--- src/rtl/rps_pkg.sv ---
// rps_pkg: shared move/state types and the one-hot move decoder for the RPS round controller
package rps_pkg;
  typedef enum logic [1:0] {
    MV_NONE     = 2'd0,
    MV_ROCK     = 2'd1,
    MV_PAPER    = 2'd2,
    MV_SCISSORS = 2'd3
  } move_t;

  typedef enum logic [2:0] {
    ST_COLLECT,
    ST_ISSUE,
    ST_GO,
    ST_WAIT_BUSY,
    ST_WAIT_DONE
  } state_t;

  function automatic logic [2:0] move_to_onehot(move_t m);
    return m == MV_ROCK ? 3'b100 : m == MV_PAPER ? 3'b010 : m == MV_SCISSORS ? 3'b001 : 3'b000;
  endfunction
endpackage

--- src/rtl/rps_round_ctrl_if.sv ---
// rps_round_ctrl_if: player move handshakes plus the r/p/s, go and busy lines to the scoring DUT
interface rps_round_ctrl_if;
  logic           mv1_valid;
  rps_pkg::move_t mv1;
  logic           mv1_ready;
  logic           mv2_valid;
  rps_pkg::move_t mv2;
  logic           mv2_ready;
  logic           r1, p1, s1;
  logic           r2, p2, s2;
  logic           go1, go2;
  logic           dut_busy;

  modport master (
    output mv1_valid, mv1, mv2_valid, mv2, dut_busy,
    input  mv1_ready, mv2_ready, r1, p1, s1, r2, p2, s2, go1, go2
  );

  modport slave (
    input  mv1_valid, mv1, mv2_valid, mv2, dut_busy,
    output mv1_ready, mv2_ready, r1, p1, s1, r2, p2, s2, go1, go2
  );
endinterface

--- src/rtl/rps_lfsr.sv ---
// rps_lfsr: 16-bit Galois LFSR (seed 16'hACE1) supplying a nonzero move for the internal player 2
module rps_lfsr
  import rps_pkg::*;
(
  input  logic  clk,
  input  logic  rst,
  input  logic  step,
  output move_t mv
);
  logic [15:0] lfsr_q, lfsr_d;

  // advance one Galois step when asked; low bits map to a move, zero folded onto rock
  always_comb begin
    lfsr_d = !step ? lfsr_q : lfsr_q[0] ? (lfsr_q >> 1) ^ 16'hB400 : lfsr_q >> 1;
    mv     = lfsr_q[1:0] == 2'd0 ? MV_ROCK : move_t'(lfsr_q[1:0]);
  end

  // state register with seed load on reset
  always_ff @(posedge clk) lfsr_q <= rst ? 16'hACE1 : lfsr_d;
endmodule

--- src/rtl/rps_round_ctrl.sv ---
// rps_round_ctrl: collects two moves, drives r/p/s and go to the scoring DUT, closes on busy handshake; RPS_LFSR_PLAYER2_EN makes player 2 internal
module rps_round_ctrl
  import rps_pkg::*;
#(
  parameter int GO_HOLD      = 4,
  parameter int BUSY_TIMEOUT = 64,
  parameter int CNT_W        = 16
) (
  input  logic             clk,
  input  logic             rst,
  rps_round_ctrl_if.slave  bus,
  output logic             round_done,
  output logic             timeout,
  output logic [CNT_W-1:0] round_cnt,
  output logic [CNT_W-1:0] illegal_cnt
);
  localparam int HW = $clog2(GO_HOLD + 1);
  localparam int TW = $clog2(BUSY_TIMEOUT + 1);

  state_t           state_q, state_d;
  move_t            slot1_q, slot1_d, slot2_q, slot2_d;
  logic [HW-1:0]    hold_q, hold_d;
  logic [TW-1:0]    tmr_q, tmr_d;
  logic             busy_seen_q, busy_seen_d;
  logic             round_done_q, round_done_d;
  logic             timeout_q, timeout_d;
  logic [CNT_W-1:0] round_cnt_q, round_cnt_d;
  logic [CNT_W-1:0] illegal_cnt_q, illegal_cnt_d;
  logic             x1, x2, hold_end, tmo, done, close;
  logic [1:0]       ill_inc;
  logic [CNT_W:0]   ill_sum;

`ifdef RPS_LFSR_PLAYER2_EN
  move_t lfsr_mv;
  logic  lfsr_step;
  assign lfsr_step = state_q == ST_COLLECT && slot2_q == MV_NONE;
  rps_lfsr u_lfsr (.clk(clk), .rst(rst), .step(lfsr_step), .mv(lfsr_mv));
`endif

  // transfer strobes and round-closing conditions
  always_comb begin
    x1       = bus.mv1_valid & bus.mv1_ready;
    x2       = bus.mv2_valid & bus.mv2_ready;
    hold_end = state_q == ST_GO && hold_q == HW'(GO_HOLD - 1);
    tmo      = state_q == ST_WAIT_BUSY && !bus.dut_busy && tmr_q == TW'(BUSY_TIMEOUT - 1);
    done     = state_q == ST_WAIT_DONE && !bus.dut_busy;
    close    = tmo | done;
  end

  // round FSM next state; busy seen during go still waits out the full hold
  always_comb begin
    state_d = state_q;
    case (state_q)
      ST_COLLECT:   state_d = slot1_q != MV_NONE && slot2_q != MV_NONE ? ST_ISSUE : ST_COLLECT;
      ST_ISSUE:     state_d = ST_GO;
      ST_GO:        state_d = !hold_end ? ST_GO : (busy_seen_q | bus.dut_busy) ? ST_WAIT_DONE : ST_WAIT_BUSY;
      ST_WAIT_BUSY: state_d = bus.dut_busy ? ST_WAIT_DONE : tmo ? ST_COLLECT : ST_WAIT_BUSY;
      ST_WAIT_DONE: state_d = done ? ST_COLLECT : ST_WAIT_DONE;
      default:      state_d = ST_COLLECT;
    endcase
  end

  // slots, timers, pulses and counters; illegal moves are consumed without filling a slot
  always_comb begin
    slot1_d       = close ? MV_NONE : x1 ? bus.mv1 : slot1_q;
`ifdef RPS_LFSR_PLAYER2_EN
    slot2_d       = close ? MV_NONE : lfsr_step ? lfsr_mv : slot2_q;
`else
    slot2_d       = close ? MV_NONE : x2 ? bus.mv2 : slot2_q;
`endif
    hold_d        = state_q == ST_GO ? hold_q + 1'b1 : '0;
    tmr_d         = (state_q == ST_GO || state_q == ST_WAIT_BUSY) ? tmr_q + 1'b1 : '0;
    busy_seen_d   = state_q == ST_GO && (busy_seen_q || bus.dut_busy);
    round_done_d  = done;
    timeout_d     = tmo;
    round_cnt_d   = round_cnt_q + CNT_W'(done);
    ill_inc       = {1'b0, x1 && bus.mv1 == MV_NONE} + {1'b0, x2 && bus.mv2 == MV_NONE};
    ill_sum       = {1'b0, illegal_cnt_q} + (CNT_W + 1)'(ill_inc);
    illegal_cnt_d = ill_sum[CNT_W] ? '1 : ill_sum[CNT_W-1:0];
  end

  // state register
  always_ff @(posedge clk) begin
    if (rst) begin
      state_q       <= ST_COLLECT;
      slot1_q       <= MV_NONE;
      slot2_q       <= MV_NONE;
      hold_q        <= '0;
      tmr_q         <= '0;
      busy_seen_q   <= 1'b0;
      round_done_q  <= 1'b0;
      timeout_q     <= 1'b0;
      round_cnt_q   <= '0;
      illegal_cnt_q <= '0;
    end else begin
      state_q       <= state_d;
      slot1_q       <= slot1_d;
      slot2_q       <= slot2_d;
      hold_q        <= hold_d;
      tmr_q         <= tmr_d;
      busy_seen_q   <= busy_seen_d;
      round_done_q  <= round_done_d;
      timeout_q     <= timeout_d;
      round_cnt_q   <= round_cnt_d;
      illegal_cnt_q <= illegal_cnt_d;
    end
  end

  // outputs: r/p/s held from ISSUE until close, go only in GO, ready only for empty slots in COLLECT
  always_comb begin
    {bus.r1, bus.p1, bus.s1} = state_q != ST_COLLECT ? move_to_onehot(slot1_q) : 3'b000;
    {bus.r2, bus.p2, bus.s2} = state_q != ST_COLLECT ? move_to_onehot(slot2_q) : 3'b000;
    bus.go1                  = state_q == ST_GO;
    bus.go2                  = state_q == ST_GO;
    bus.mv1_ready            = state_q == ST_COLLECT && slot1_q == MV_NONE;
`ifdef RPS_LFSR_PLAYER2_EN
    bus.mv2_ready            = 1'b0;
`else
    bus.mv2_ready            = state_q == ST_COLLECT && slot2_q == MV_NONE;
`endif
  end

  assign round_done  = round_done_q;
  assign timeout     = timeout_q;
  assign round_cnt   = round_cnt_q;
  assign illegal_cnt = illegal_cnt_q;
endmodule
--- src/flat_wrapper.sv ---
// flat-port wrapper written by rule: the top's interface ports become plain ports
module rps_round_ctrl_flat import rps_pkg::*;
#(
  parameter int GO_HOLD      = 4,
  parameter int BUSY_TIMEOUT = 64,
  parameter int CNT_W        = 16
)
  (clk, rst, round_done, timeout, round_cnt, illegal_cnt, bus_mv1_valid, bus_mv1, bus_mv2_valid, bus_mv2, bus_dut_busy, bus_mv1_ready, bus_mv2_ready, bus_r1, bus_p1, bus_s1, bus_r2, bus_p2, bus_s2, bus_go1, bus_go2);
  rps_round_ctrl_if bus_i ();
  input  logic clk;
  input  logic rst;
  output logic round_done;
  output logic timeout;
  output logic [CNT_W-1:0] round_cnt;
  output logic [CNT_W-1:0] illegal_cnt;
  input wire logic [$bits(bus_i.mv1_valid)-1:0] bus_mv1_valid;
  input wire logic [$bits(bus_i.mv1)-1:0] bus_mv1;
  input wire logic [$bits(bus_i.mv2_valid)-1:0] bus_mv2_valid;
  input wire logic [$bits(bus_i.mv2)-1:0] bus_mv2;
  input wire logic [$bits(bus_i.dut_busy)-1:0] bus_dut_busy;
  output wire logic [$bits(bus_i.mv1_ready)-1:0] bus_mv1_ready;
  output wire logic [$bits(bus_i.mv2_ready)-1:0] bus_mv2_ready;
  output wire logic [$bits(bus_i.r1)-1:0] bus_r1;
  output wire logic [$bits(bus_i.p1)-1:0] bus_p1;
  output wire logic [$bits(bus_i.s1)-1:0] bus_s1;
  output wire logic [$bits(bus_i.r2)-1:0] bus_r2;
  output wire logic [$bits(bus_i.p2)-1:0] bus_p2;
  output wire logic [$bits(bus_i.s2)-1:0] bus_s2;
  output wire logic [$bits(bus_i.go1)-1:0] bus_go1;
  output wire logic [$bits(bus_i.go2)-1:0] bus_go2;
  assign bus_i.mv1_valid = bus_mv1_valid;
  assign bus_i.mv1 = bus_mv1;
  assign bus_i.mv2_valid = bus_mv2_valid;
  assign bus_i.mv2 = bus_mv2;
  assign bus_i.dut_busy = bus_dut_busy;
  assign bus_mv1_ready = bus_i.mv1_ready;
  assign bus_mv2_ready = bus_i.mv2_ready;
  assign bus_r1 = bus_i.r1;
  assign bus_p1 = bus_i.p1;
  assign bus_s1 = bus_i.s1;
  assign bus_r2 = bus_i.r2;
  assign bus_p2 = bus_i.p2;
  assign bus_s2 = bus_i.s2;
  assign bus_go1 = bus_i.go1;
  assign bus_go2 = bus_i.go2;
  rps_round_ctrl #(.GO_HOLD(GO_HOLD), .BUSY_TIMEOUT(BUSY_TIMEOUT), .CNT_W(CNT_W)) u_core (.clk(clk), .rst(rst), .bus(bus_i), .round_done(round_done), .timeout(timeout), .round_cnt(round_cnt), .illegal_cnt(illegal_cnt));
endmodule
--- config.mk ---
export PLATFORM = sky130hd
export DESIGN_NAME = rps_round_ctrl_flat
export DESIGN_NICKNAME = d
export VERILOG_FILES = /design/src/rtl/rps_pkg.sv /design/src/rtl/rps_round_ctrl_if.sv /design/src/rtl/rps_lfsr.sv /design/src/rtl/rps_round_ctrl.sv /design/src/flat_wrapper.sv
export SDC_FILE = /design/constraint.sdc
export NUM_CORES = 1
export LEC_CHECK = 0
export CAP_MARGIN = 25
export CORE_MARGIN = 1.5
export CORE_UTILIZATION = 53
export DETAILED_ROUTE_END_ITERATION = 6
export PLACE_DENSITY = 0.83
export SLEW_MARGIN = 20
export SYNTH_ARGS = -nofsm -noshare
export SYNTH_HDL_FRONTEND = slang
export SYNTH_SLANG_ARGS = --single-unit
--- constraint.sdc ---
create_clock -name clk -period 5.2 [get_ports clk]
set_clock_uncertainty 0.15 [all_clocks]
set_input_delay 1.56 -clock clk [delete_from_list [all_inputs] [get_ports clk]]
set_output_delay 1.56 -clock clk [all_outputs]
set_load 0.02 [all_outputs]
Word-level counts from Yosys, hierarchy flattened. Index checks and enable logic that the tools add are counted.

Input bits: 9. Word-level logic and storage cells: 73. Register bits after elaboration: 52.

Bitwise gates (word level): 6. Muxes and demuxes: 16. Reduce and logical (&&, ||, !) cells: 24. Eq/ne operators: 12. $add $sub $neg: 5.

Operators with widths (number): 2-to-1 mux 3 bit (10); adder 16 x 2 -> 17 bit (1); adder 16 x 1 -> 16 bit (1); 2-to-1 mux 16 bit (1); one-hot mux 3 bit (5 select lines) (1); logical AND 1 bit (10); equality test 3 x 2 -> 1 bit (second input constant) (3); equality test 2 bit (second input constant) (4); logical NOT 2 bit (4); adder 7 x 1 -> 7 bit (second input constant) (1); equality test 7 x 6 -> 1 bit (second input constant) (1); OR reduction 2 bit (3); equality test 2 x 1 -> 1 bit (second input constant) (2); nonzero test 2 bit (2); adder 3 x 1 -> 3 bit (second input constant) (1); equality test 3 x 1 -> 1 bit (second input constant) (1); equality test 3 bit (second input constant) (1); logical NOT 3 bit (1); 2-to-1 mux 1 bit (3); nonzero test 3 bit (1); adder 1 x 1 -> 2 bit (1); AND 1 bit (2); logical OR 1 bit (2); 2-to-1 mux 2 bit (1); other kinds (3) (5).

Logic depth before layout (Yosys ltp). Gate-level depths: netlist (run 1).

Depth after elaboration: 7. Gate-level depth with buffers: 11. Gate-level depth less buffers: 10.

Least setup slack after synthesis (run 1). No wires, ideal clock.

Kind: input port to flip-flop. From: in bus_dut_busy. To: reg u_core.round_cnt_q[12], in the netlist u_core.round_cnt[12]. Cell stages on the path: 8. Data required time: 4980 ps. Slack: 1727 ps. Data arrival time: 3253 ps. Path through: nor4b_1 > ha_1 > ha_1 > and3_1 > buf_2 > nand3_1 > or3_1 > a21oi_1.

Longest elaborated chain between the ends: 3.

RTL lines: start: declaration (line flat_wrapper.sv:20) `input wire logic [$bits(bus_i.dut_busy)-1:0] bus_dut_busy;`; logical NOT 1 bit (line rps_round_ctrl.sv:46) `done = state_q == ST_WAIT_DONE && !bus.dut_busy;`; logical AND 1 bit (line rps_round_ctrl.sv:46); adder 16 x 1 -> 16 bit (line rps_round_ctrl.sv:76) `round_cnt_d = round_cnt_q + CNT_W'(done);`; end signal: assignment (line rps_round_ctrl.sv:104) `round_cnt_q <= round_cnt_d;`; end: declaration (line rps_round_ctrl.sv:27) `logic [CNT_W-1:0] round_cnt_q, round_cnt_d;`.

Every way passes these cells. A chain may end at the register's enable or synchronous reset.

Final worst setup path (run 1).
From: in bus_dut_busy. To: reg u_core.round_cnt_q[14], in the netlist u_core.round_cnt[14].

Longest elaborated chain between the ends: 3.

RTL lines: logical NOT 1 bit (line rps_round_ctrl.sv:46); logical AND 1 bit (line rps_round_ctrl.sv:46); via u_core.done (line rps_round_ctrl.sv:29) `logic x1, x2, hold_end, tmo, done, close;`; adder 16 x 1 -> 16 bit (line rps_round_ctrl.sv:76).

The timed path passes the listed nets, and every way through them passes these cells.

==> flow_summary.yaml, run 1 <==
cts:
  cts_resized: 0
  post_cts.repair.setup_buffers: 0
  numCtsBuffers: 5
  cts_root_buf: "clkbuf_8"
  tritoncts: "built"
  clk_latency_ps: 290
  cts_sinks: 52
  cts_htree_levels: 2
  clk_pin_slew_ps: 90
  cts_hold_buf: 0
  clockBufferDepth: 2
setup_path:
  crit_chain: "clkdlybuf4s50_1, nor4b_1, ha_1, ha_1, and3_1, nand3_1, or3_1, a21oi_1"
  critPathKind: "in2reg"
  cp_slowest_cell: "nor4b_1"
  critPathMaxStageDelay_ps: 560
  crit_arrival_ps: 4080
  crit_top_cell: "ha_1"
  required_ps: 5280
  worstSetupEndpointType: "flip-flop"
  cp-start-kind: "input port"
  path_max_fanout: 6
drt:
  wl_met1_um: 2177
  maxUsedRoutingLayer: "met4"
  antenna_left: 0
  viasPerCell: 5.655
  drc: 0
  wl_um: 4873
  wl_met2_um: 2383
  wire_per_inst_um: 13.24
  drt_iter0_drc: 187
  route.met3.wl_um: 218
  drt_pass1_iterations: 4
  route.vias.total: 2081
pwr:
  switching_share_pct: 21.28
  pwr-share-clk_pct: 38.6
  p_seq_share_pct: 53.9
  p_sw_uw: 162.2
  ir_drop_uv: 189.3
  intPower_uw: 600.1
  cellLeakagePower_nw: 1.068
  p_per_area_nw_per_um2: 254.0
  combPwrFrac_pct: 7.5
sta:
  holdWs_ps: 286.3
  slew-limit-headroom_pct: 63.02
  period_needed_ps: 4002
  max_freq_mhz: 249.9
  slew_viol_final: 0
  worstMarginPinSlew_ps: 547.0
  fin_ws_ps: 1198
  hold_viol: 0
  setup_violations: 0
  post-route-period-util_pct: 76.97
  rsz0062_at_grt: "no"
  tns_ps: 0
synthesis:
  ys_ff_latch: 52
  synth-simple-area-share_pct: 29.88
  synthMuxAreaShare_pct: 0.9135
  syn_inst: 267
  ys_seq_area_share_pct: 44.71
  syn_avg_cell_area_um2: 8.721
  synth_fa_ha_area_share_pct: 4.084
  yosys_most_used_dff: "dfxtp_1"
  synth_nets: 283
  async_reset_ff_share_pct: 0
  synth_xor_area_share_pct: 7.147
  ys_warn_count: 0
  synth_compound_area_share_pct: 10.75
  yosys.cell_types.count: 46
  synth_top_family_by_area: "simple AND/OR/NAND/NOR gates"
  synth_edf_count: 0
  synth_area_um2: 2328
finish:
  drive_gt1_share_pct: 5.346
  n_antenna_cell: 0
  final_util_pct: 72.94
  area_growth_pct: 28.91
  nets: 333
  final_area_um2: 3002
grt:
  grt_pass1_vias: 1939
  grt_pass1_wl_um: 8349
  gr-total-overflow: 0
  antenna_found_initial: 0
  grtUsageTotal_pct: 20.65
  grt_max_degree: 34
placed_design:
  post_dp_cell_area_um2: 2875
  dp_hpwl_um: 3399
  dp_slack_ps: 927.2
  finalWeightedCongestion: 0.8338
  io_buffers: 52
floorplan:
  dieWidth_um: 69.28
  core_um2: 4115
  die_area_um2: 4800
  boundaryPins: 53
  initial_utilization_pct: 56.58
  std_cell_rows: 23
  fp.dieH_um: 69.28
flow_run:
  cap_violations: 0
status:
  outcome: "complete, no violations"
worst_hold_path:
  hp-class: "reg2reg"
-- sequential cells by signal, indices dropped and copies added (netlist names) --
signal	flops
u_core.tmr_q	7
u_core.round_done	1
u_core.round_cnt	16
u_core.busy_seen_q	1
u_core.timeout	1
u_core.illegal_cnt	16
u_core.state_q	3
u_core.slot2_q	2
u_core.hold_q	3
u_core.slot1_q	2
-- critical path: cells and delay by family --
family | cells | cell delay, ps
AND/OR/NAND/NOR | 4 | 1380
AO/OA/AOI/OAI | 1 | 160
buffers and inverters | 1 | 480
adder cells (fa/ha/maj) | 2 | 500
-- cell usage in the layout (no fill, tap or decap), drive strengths merged, types with 7 or more instances in the layout --
| cell type | synthesis | layout |
|---|---|---|
| nand3 | 10 | 10 |
| nor3 | 12 | 12 |
| xor2 | 11 | 11 |
| a21oi | 19 | 19 |
| nand4 | 10 | 10 |
| nor2 | 40 | 40 |
| nand2 | 18 | 18 |
| xnor2 | 8 | 8 |
| dfxtp | 52 | 52 |
| and3 | 9 | 9 |
| clkbuf | 7 | 7 |
| clkdlybuf4s50 | 0 | 52 |
-- per-layer routing --
layer | GRT usage (%) | vias up
li1 | - | 1046
met1 | 25.48 | 965
met2 | 34.62 | 62
met3 | 4.215 | 8
met4 | 9.368 | 0
met5 | 0 | -
-- Yosys cell counts (4+ instances only) --
| master | count | area (µm²) |
|---|---|---|
| a31oi_1 | 6 | 37.54 |
| xor2_1 | 11 | 96.34 |
| nand3_1 | 10 | 50.05 |
| nand2_1 | 18 | 67.56 |
| nor2_1 | 40 | 150.1 |
| clkbuf_1 | 6 | 22.52 |
| nand2b_1 | 5 | 31.28 |
| nand4_1 | 9 | 56.30 |
| inv_1 | 4 | 15.01 |
| a21oi_1 | 19 | 95.09 |
| dfxtp_1 | 52 | 1041 |
| ha_1 | 6 | 75.07 |
| and3_1 | 9 | 56.30 |
| nor3_1 | 12 | 60.06 |
| xnor2_1 | 8 | 70.07 |
| or3_1 | 6 | 37.54 |
| nor2b_1 | 5 | 31.28 |
| o21ai_0 | 6 | 30.03 |
-- power groups by stage --
stage	logic, mW	clock network [mW]	registers, mW
2_1_floorplan	0.0335	0	0.419
3_3_place_gp	0.0557	0	0.420
3_5_place_dp	0.0568	0	0.420
4_1_cts	0.0570	0.298	0.411
5_1_grt	0.0626	0.315	0.412
6_report	0.0569	0.295	0.411
-- metrics by stage --
stage,cells,total power [mW]
2_1_floorplan,267,0.4528
3_3_place_gp,360,0.4754
3_5_place_dp,360,0.4768
4_1_cts,368,0.7656
5_1_grt,368,0.7903
6_report,368,0.7623
-- layout make-up --
type,instances,area (µm²)
clock buffer,7,96.34
inverter,4,15.01
sequential,52,1041
tap,50,62.56
timing repair buffer,53,528.0
clock inverter,1,30.03
multi-input combinational,201,1229
fill,330,1114
-- kinds of logic after synthesis --
kind of cell    Yosys count
xor+xnor                 19
flops                    52
fa+ha+maj                 7
simple gates            132
mux                       2
compound gates           41
buf+inv                  14
-- final timing paths --
check	startpoint	end	slack [ps]	cells after the start
worst max register to register	u_core.state_q[0]	u_core.illegal_cnt[10]	2160	10
worst max-delay path	bus_dut_busy	u_core.round_cnt[14]	1200	8
worst min register to register	u_core.hold_q[0]	u_core.hold_q[0]	290	1
worst min-delay path	u_core.hold_q[0]	u_core.hold_q[0]	290	1
Note: power is estimated with default switching activity, not from simulation.
==> run 2: changes to the inputs <==
- CORE_UTILIZATION: 53 -> 50
- PLACE_DENSITY: 0.83 -> 0.79
- clock period: 5.2 -> 4.1 ns (I/O delays scaled with it)
==> run 2 against run 1 <==
Against the previous run:
- cell area down 0.29%
- via count is 1.7% lower
- sequential share of layout area increased by 0.10 points
- cell count rose by 0.82%
- clock power grew 15%
- utilization decreased by 5.1 points
- first-iteration DRC count shrank 36%
- critical endpoint is now u_core.round_cnt[12]
==> flow_summary.yaml, run 2 (synthesis results as in run 1) <==
cts:
  clk_latency_ps: 300
  cts_hold_buf: 0
  clockBufferDepth: 2
  numCtsBuffers: 5
  clk_pin_slew_ps: 90
  cts_root_buf: "clkbuf_8"
  cts_htree_levels: 2
  tritoncts: "built"
  post_cts.repair.setup_buffers: 0
  cts_sinks: 52
  cts_resized: 0
finish:
  nets: 334
  fillers: 381
  final_area_um2: 2993
  n_antenna_cell: 0
  drive_gt1_share_pct: 5.329
  final_cells: 371
  multiInputGateArea_um2: 1229
  ff_latch_area_um2: 1041
  layout_common_cells: "clkdlybuf4s50_1 (52), dfxtp_1 (52), nor2_1 (40)"
  area_growth_pct: 28.53
setup_path:
  critPathKind: "in2reg"
  reg2reg_to: "u_core.illegal_cnt[15]"
  ff2ff_setup_slack_ps: 1170
  path_max_fanout: 6
  reg2regPathDepth: 8
  worstSetupEndpointType: "flip-flop"
  r2r_start: "u_core.state_q[0]"
  required_ps: 4180
  crit_arrival_ps: 3720
  cp-endpoint: "u_core.round_cnt[12]"
  crit_start: "bus_dut_busy"
  cp-start-kind: "input port"
sta:
  tns_ps: 0
  slew_viol_final: 0
  hold_viol: 0
  slew-limit-headroom_pct: 62.54
  fin_ws_ps: 458.6
  period_needed_ps: 3641
  post-route-period-util_pct: 88.81
  rsz0062_at_grt: "no"
  setup_violations: 0
  worstMarginPinSlew_ps: 554.1
  max_freq_mhz: 274.6
grt:
  grt_max_degree: 32
  antenna_found_initial: 0
  grt_pass1_wl_um: 7900
  grt_pass1_vias: 1862
  gr-total-overflow: 0
  grtUsageTotal_pct: 19.29
status:
  outcome: "complete, no violations"
drt:
  drt_pass1_iterations: 4
  wire_per_inst_um: 12.60
  drt_iter0_drc: 119
  drc: 0
  antenna_left: 0
  wl_um: 4675
  viasPerCell: 5.512
  route.vias.total: 2045
placed_design:
  finalWeightedCongestion: 0.8232
  post-place-cells: 363
  io_buffers: 52
  dp_hpwl_um: 3407
  post_dp_cell_area_um2: 2885
  dp_slack_ps: 174.7
pwr:
  cellLeakagePower_nw: 1.064
  p_per_area_nw_per_um2: 311.5
  ir_drop_uv: 247.2
floorplan:
  initial_utilization_pct: 52.75
  die_area_um2: 5075
  core_um2: 4414
  fp.dieH_um: 71.24
  boundaryPins: 53
  dieWidth_um: 71.24
  std_cell_rows: 24
flow_run:
  cap_violations: 0
worst_hold_path:
  hp-class: "reg2reg"
==> run 2: cell types whose count changed in the layout (fill, tap and decap cells not counted) <==
cell and change:
clkinv_2 +1, clkbuf_8 -2, buf_4 +1, clkbuf_1 +1
==> run 2: critical path, stage by stage <==
cell,delay (ps)
clkdlybuf4s50_1,490
nor4b_1,570
ha_1,310
ha_1,200
and3_1,270
nand3_1,150
or3_1,360
a21oi_1,140
==> run 2: per-layer routing <==
layer | track usage, % | vias up | part of all wire [%]
li1 | - | 1057 | -
met1 | 22.49 | 943 | 46
met2 | 33.95 | 37 | 49
met3 | 4.641 | 8 | 3.6
met4 | 7.757 | 0 | 1.7
met5 | 0 | - | 0
==> run 2: power breakdown <==
| part | internal (mW) | switching (mW) |
|---|---|---|
| registers | 0.512 | 0.00889 |
| clock network | 0.181 | 0.159 |
| logic | 0.0339 | 0.0380 |
| total | 0.727 | 0.205 |
==> run 2: cell type report <==
type / instances / share of cell area, %
multi-input combinational: 201 / 41.05
sequential: 52 / 34.78
timing repair buffer: 54 / 17.89
clock buffer: 6 / 2.425
tap: 52 / 2.174
clock inverter: 2 / 1.171
inverter: 4 / 0.5017
==> run 2: how the worst min path moves through the flow <==
stage                          start                to  slack [ps]  cells after the start
floorplan           u_core.hold_q[0]  u_core.hold_q[0]         250                      1
CTS                 u_core.hold_q[0]  u_core.hold_q[0]         290                      1
finish              u_core.hold_q[0]  u_core.hold_q[0]         280                      1
detailed placement  u_core.hold_q[0]  u_core.hold_q[0]         270                      1
global placement    u_core.hold_q[0]  u_core.hold_q[0]         270                      1
global route        u_core.hold_q[0]  u_core.hold_q[0]         320                      1
==> run 2: per-stage QoR <==
stage / utilization (%) / hold slack (ps) / power (mW)
6_report: 67.80 / 279.1 / 0.9322
5_1_grt: 67.80 / 316.9 / 0.9663
4_1_cts: 67.80 / 288.1 / 0.9425
3_5_place_dp: 65.36 / 274.3 / 0.6046
3_3_place_gp: 65.36 / 269.7 / 0.6030
2_1_floorplan: - / 254.3 / 0.5743
==> run 3: changes to the inputs <==
- CORE_ASPECT_RATIO: unset -> 1.1
==> run 3 against run 2 <==
Against the previous run:
- worst setup slack better by 220 ps
- cell area up 0.71%
- sequential power about the same
- flip-flop and latch count stayed put
- cell count rose by 1.1%
- first-iteration DRC count increased by 5.0%
- power grew 0.40%
- global-route usage grew 0.50 points
- fmax increased by 6.4%
==> flow_summary.yaml, run 3 (synthesis results as in run 1) <==
status:
  outcome: "complete, no violations"
floorplan:
  boundaryPins: 53
  std_cell_rows: 25
  dieWidth_um: 68.07
  core_um2: 4379
  die_area_um2: 5076
  fp.dieH_um: 74.58
  initial_utilization_pct: 53.17
cts:
  clk_pin_slew_ps: 90
  numCtsBuffers: 5
  clockBufferDepth: 2
  cts_hold_buf: 0
  tritoncts: "built"
  cts_htree_levels: 2
  cts_resized: 0
  clk_latency_ps: 300
  cts_sinks: 52
  post_cts.repair.setup_buffers: 0
  cts_root_buf: "clkbuf_8"
grt:
  grt_pass1_wl_um: 7797
  grt_max_degree: 23
  grtUsageTotal_pct: 19.79
  grt_pass1_vias: 1799
  gr-total-overflow: 0
  antenna_found_initial: 0
setup_path:
  crit_chain: "or3_1, nor3_1, clkdlybuf4s50_1"
  r2r_start: "u_core.state_q[0]"
  cp_slowest_cell: "clkdlybuf4s50_1"
  critPathMaxStageDelay_ps: 630
  path_max_fanout: 14
  cp-start-kind: "flip-flop"
  reg2reg_to: "u_core.illegal_cnt[0]"
  cp-endpoint: "bus_mv1_ready"
  required_ps: 2720
  worstSetupEndpointType: "primary output"
  crit_arrival_ps: 2040
  ff2ff_setup_slack_ps: 1140
  critPathKind: "reg2out"
  crit_start: "u_core.state_q[0]"
  reg2regPathDepth: 9
placed_design:
  io_buffers: 52
  dp_hpwl_um: 3346
  post-place-cells: 367
  finalWeightedCongestion: 0.7953
  dp_slack_ps: 374.6
sta:
  setup_violations: 0
  hold_viol: 0
  slew_viol_final: 0
  period_needed_ps: 3422
  fin_ws_ps: 677.9
  max_freq_mhz: 292.2
  rsz0062_at_grt: "no"
  worstMarginPinSlew_ps: 504.5
  slew-limit-headroom_pct: 66.06
  tns_ps: 0
  post-route-period-util_pct: 83.46
drt:
  wl_um: 4663
  drt_pass1_iterations: 5
  drt_iter0_drc: 125
  antenna_left: 0
  drc: 0
  viasPerCell: 5.461
  wire_per_inst_um: 12.43
  route.vias.total: 2048
pwr:
  cellLeakagePower_nw: 1.073
  p_seq_share_pct: 55.6
  p_per_area_nw_per_um2: 310.5
  intPower_uw: 727.0
  combPwrFrac_pct: 7.8
  ir_drop_uv: 207.7
  switching_share_pct: 22.33
  pwr-share-clk_pct: 36.6
  p_sw_uw: 209.0
worst_hold_path:
  hp-class: "reg2reg"
finish:
  layout_common_cells: "clkdlybuf4s50_1 (52), dfxtp_1 (52), nor2_1 (40)"
  nets: 336
  area_growth_pct: 29.45
  n_antenna_cell: 0
  final_cells: 375
  drive_gt1_share_pct: 6.231
flow_run:
  cap_violations: 0
run 3: cell types whose count changed in the layout (fill, tap and decap cells not counted):
cell | before | now
buf_4 | 2 | 4
clkbuf_1 | 1 | 0
clkinvlp_4 | 0 | 1
run 3: metrics by stage:
stage	utilization [%]	total power, mW	cell area, µm²	hold slack, ps
6_report	68.83	0.9360	3014	294.0
5_1_grt	68.83	0.9757	3014	332.5
4_1_cts	68.83	0.9496	3014	298.1
3_5_place_dp	66.29	0.6055	2903	284.7
3_3_place_gp	66.29	0.6039	2903	265.7
2_1_floorplan	-	0.5743	2328	254.3
run 3: cell type report:
class                   instances  area (µm²)
flip-flops and latches         52        1041
clock buffers                   5       68.82
well taps                      54       67.56
inverters                       4       15.01
repair buffers                 56       550.5
multi-input cells             201        1229
fillers                       395        1365
clock inverters                 3       42.54
run 3: worst min path at each step:
| stage | startpoint | end | slack, ps | cells past startpoint |
|---|---|---|---|---|
| CTS | u_core.hold_q[0] | u_core.hold_q[0] | 300 | 1 |
| detailed placement | u_core.hold_q[0] | u_core.hold_q[0] | 280 | 1 |
| global route | u_core.hold_q[0] | u_core.hold_q[0] | 330 | 1 |
| global placement | u_core.hold_q[0] | u_core.hold_q[0] | 270 | 1 |
| floorplan | u_core.hold_q[0] | u_core.hold_q[0] | 250 | 1 |
| finish | u_core.hold_q[0] | u_core.hold_q[0] | 290 | 1 |
run 3: worst max-delay path, delay by kind of cell, from the launching register on:
kind	cells	cell delay, ps
flops	1	450
buf+inv	1	630
simple gates	2	670
run 3: per-layer routing:
layer	wire (µm)	vias to the layer above	track usage, %	share of wire, %
li1	-	1057	-	-
met1	2159	943	24.64	46
met2	2221	44	33.66	48
met3	247	4	5.295	5.3
met4	34	0	5.333	0.73
met5	0	-	0	0
run 3: power groups by stage:
stage	clock [mW]	sequential, mW	combinational [mW]
3_5_place_dp	0	0.533	0.0728
4_1_cts	0.356	0.521	0.0732
6_report	0.343	0.521	0.0726
3_3_place_gp	0	0.532	0.0719
5_1_grt	0.373	0.523	0.0804
2_1_floorplan	0	0.532	0.0424
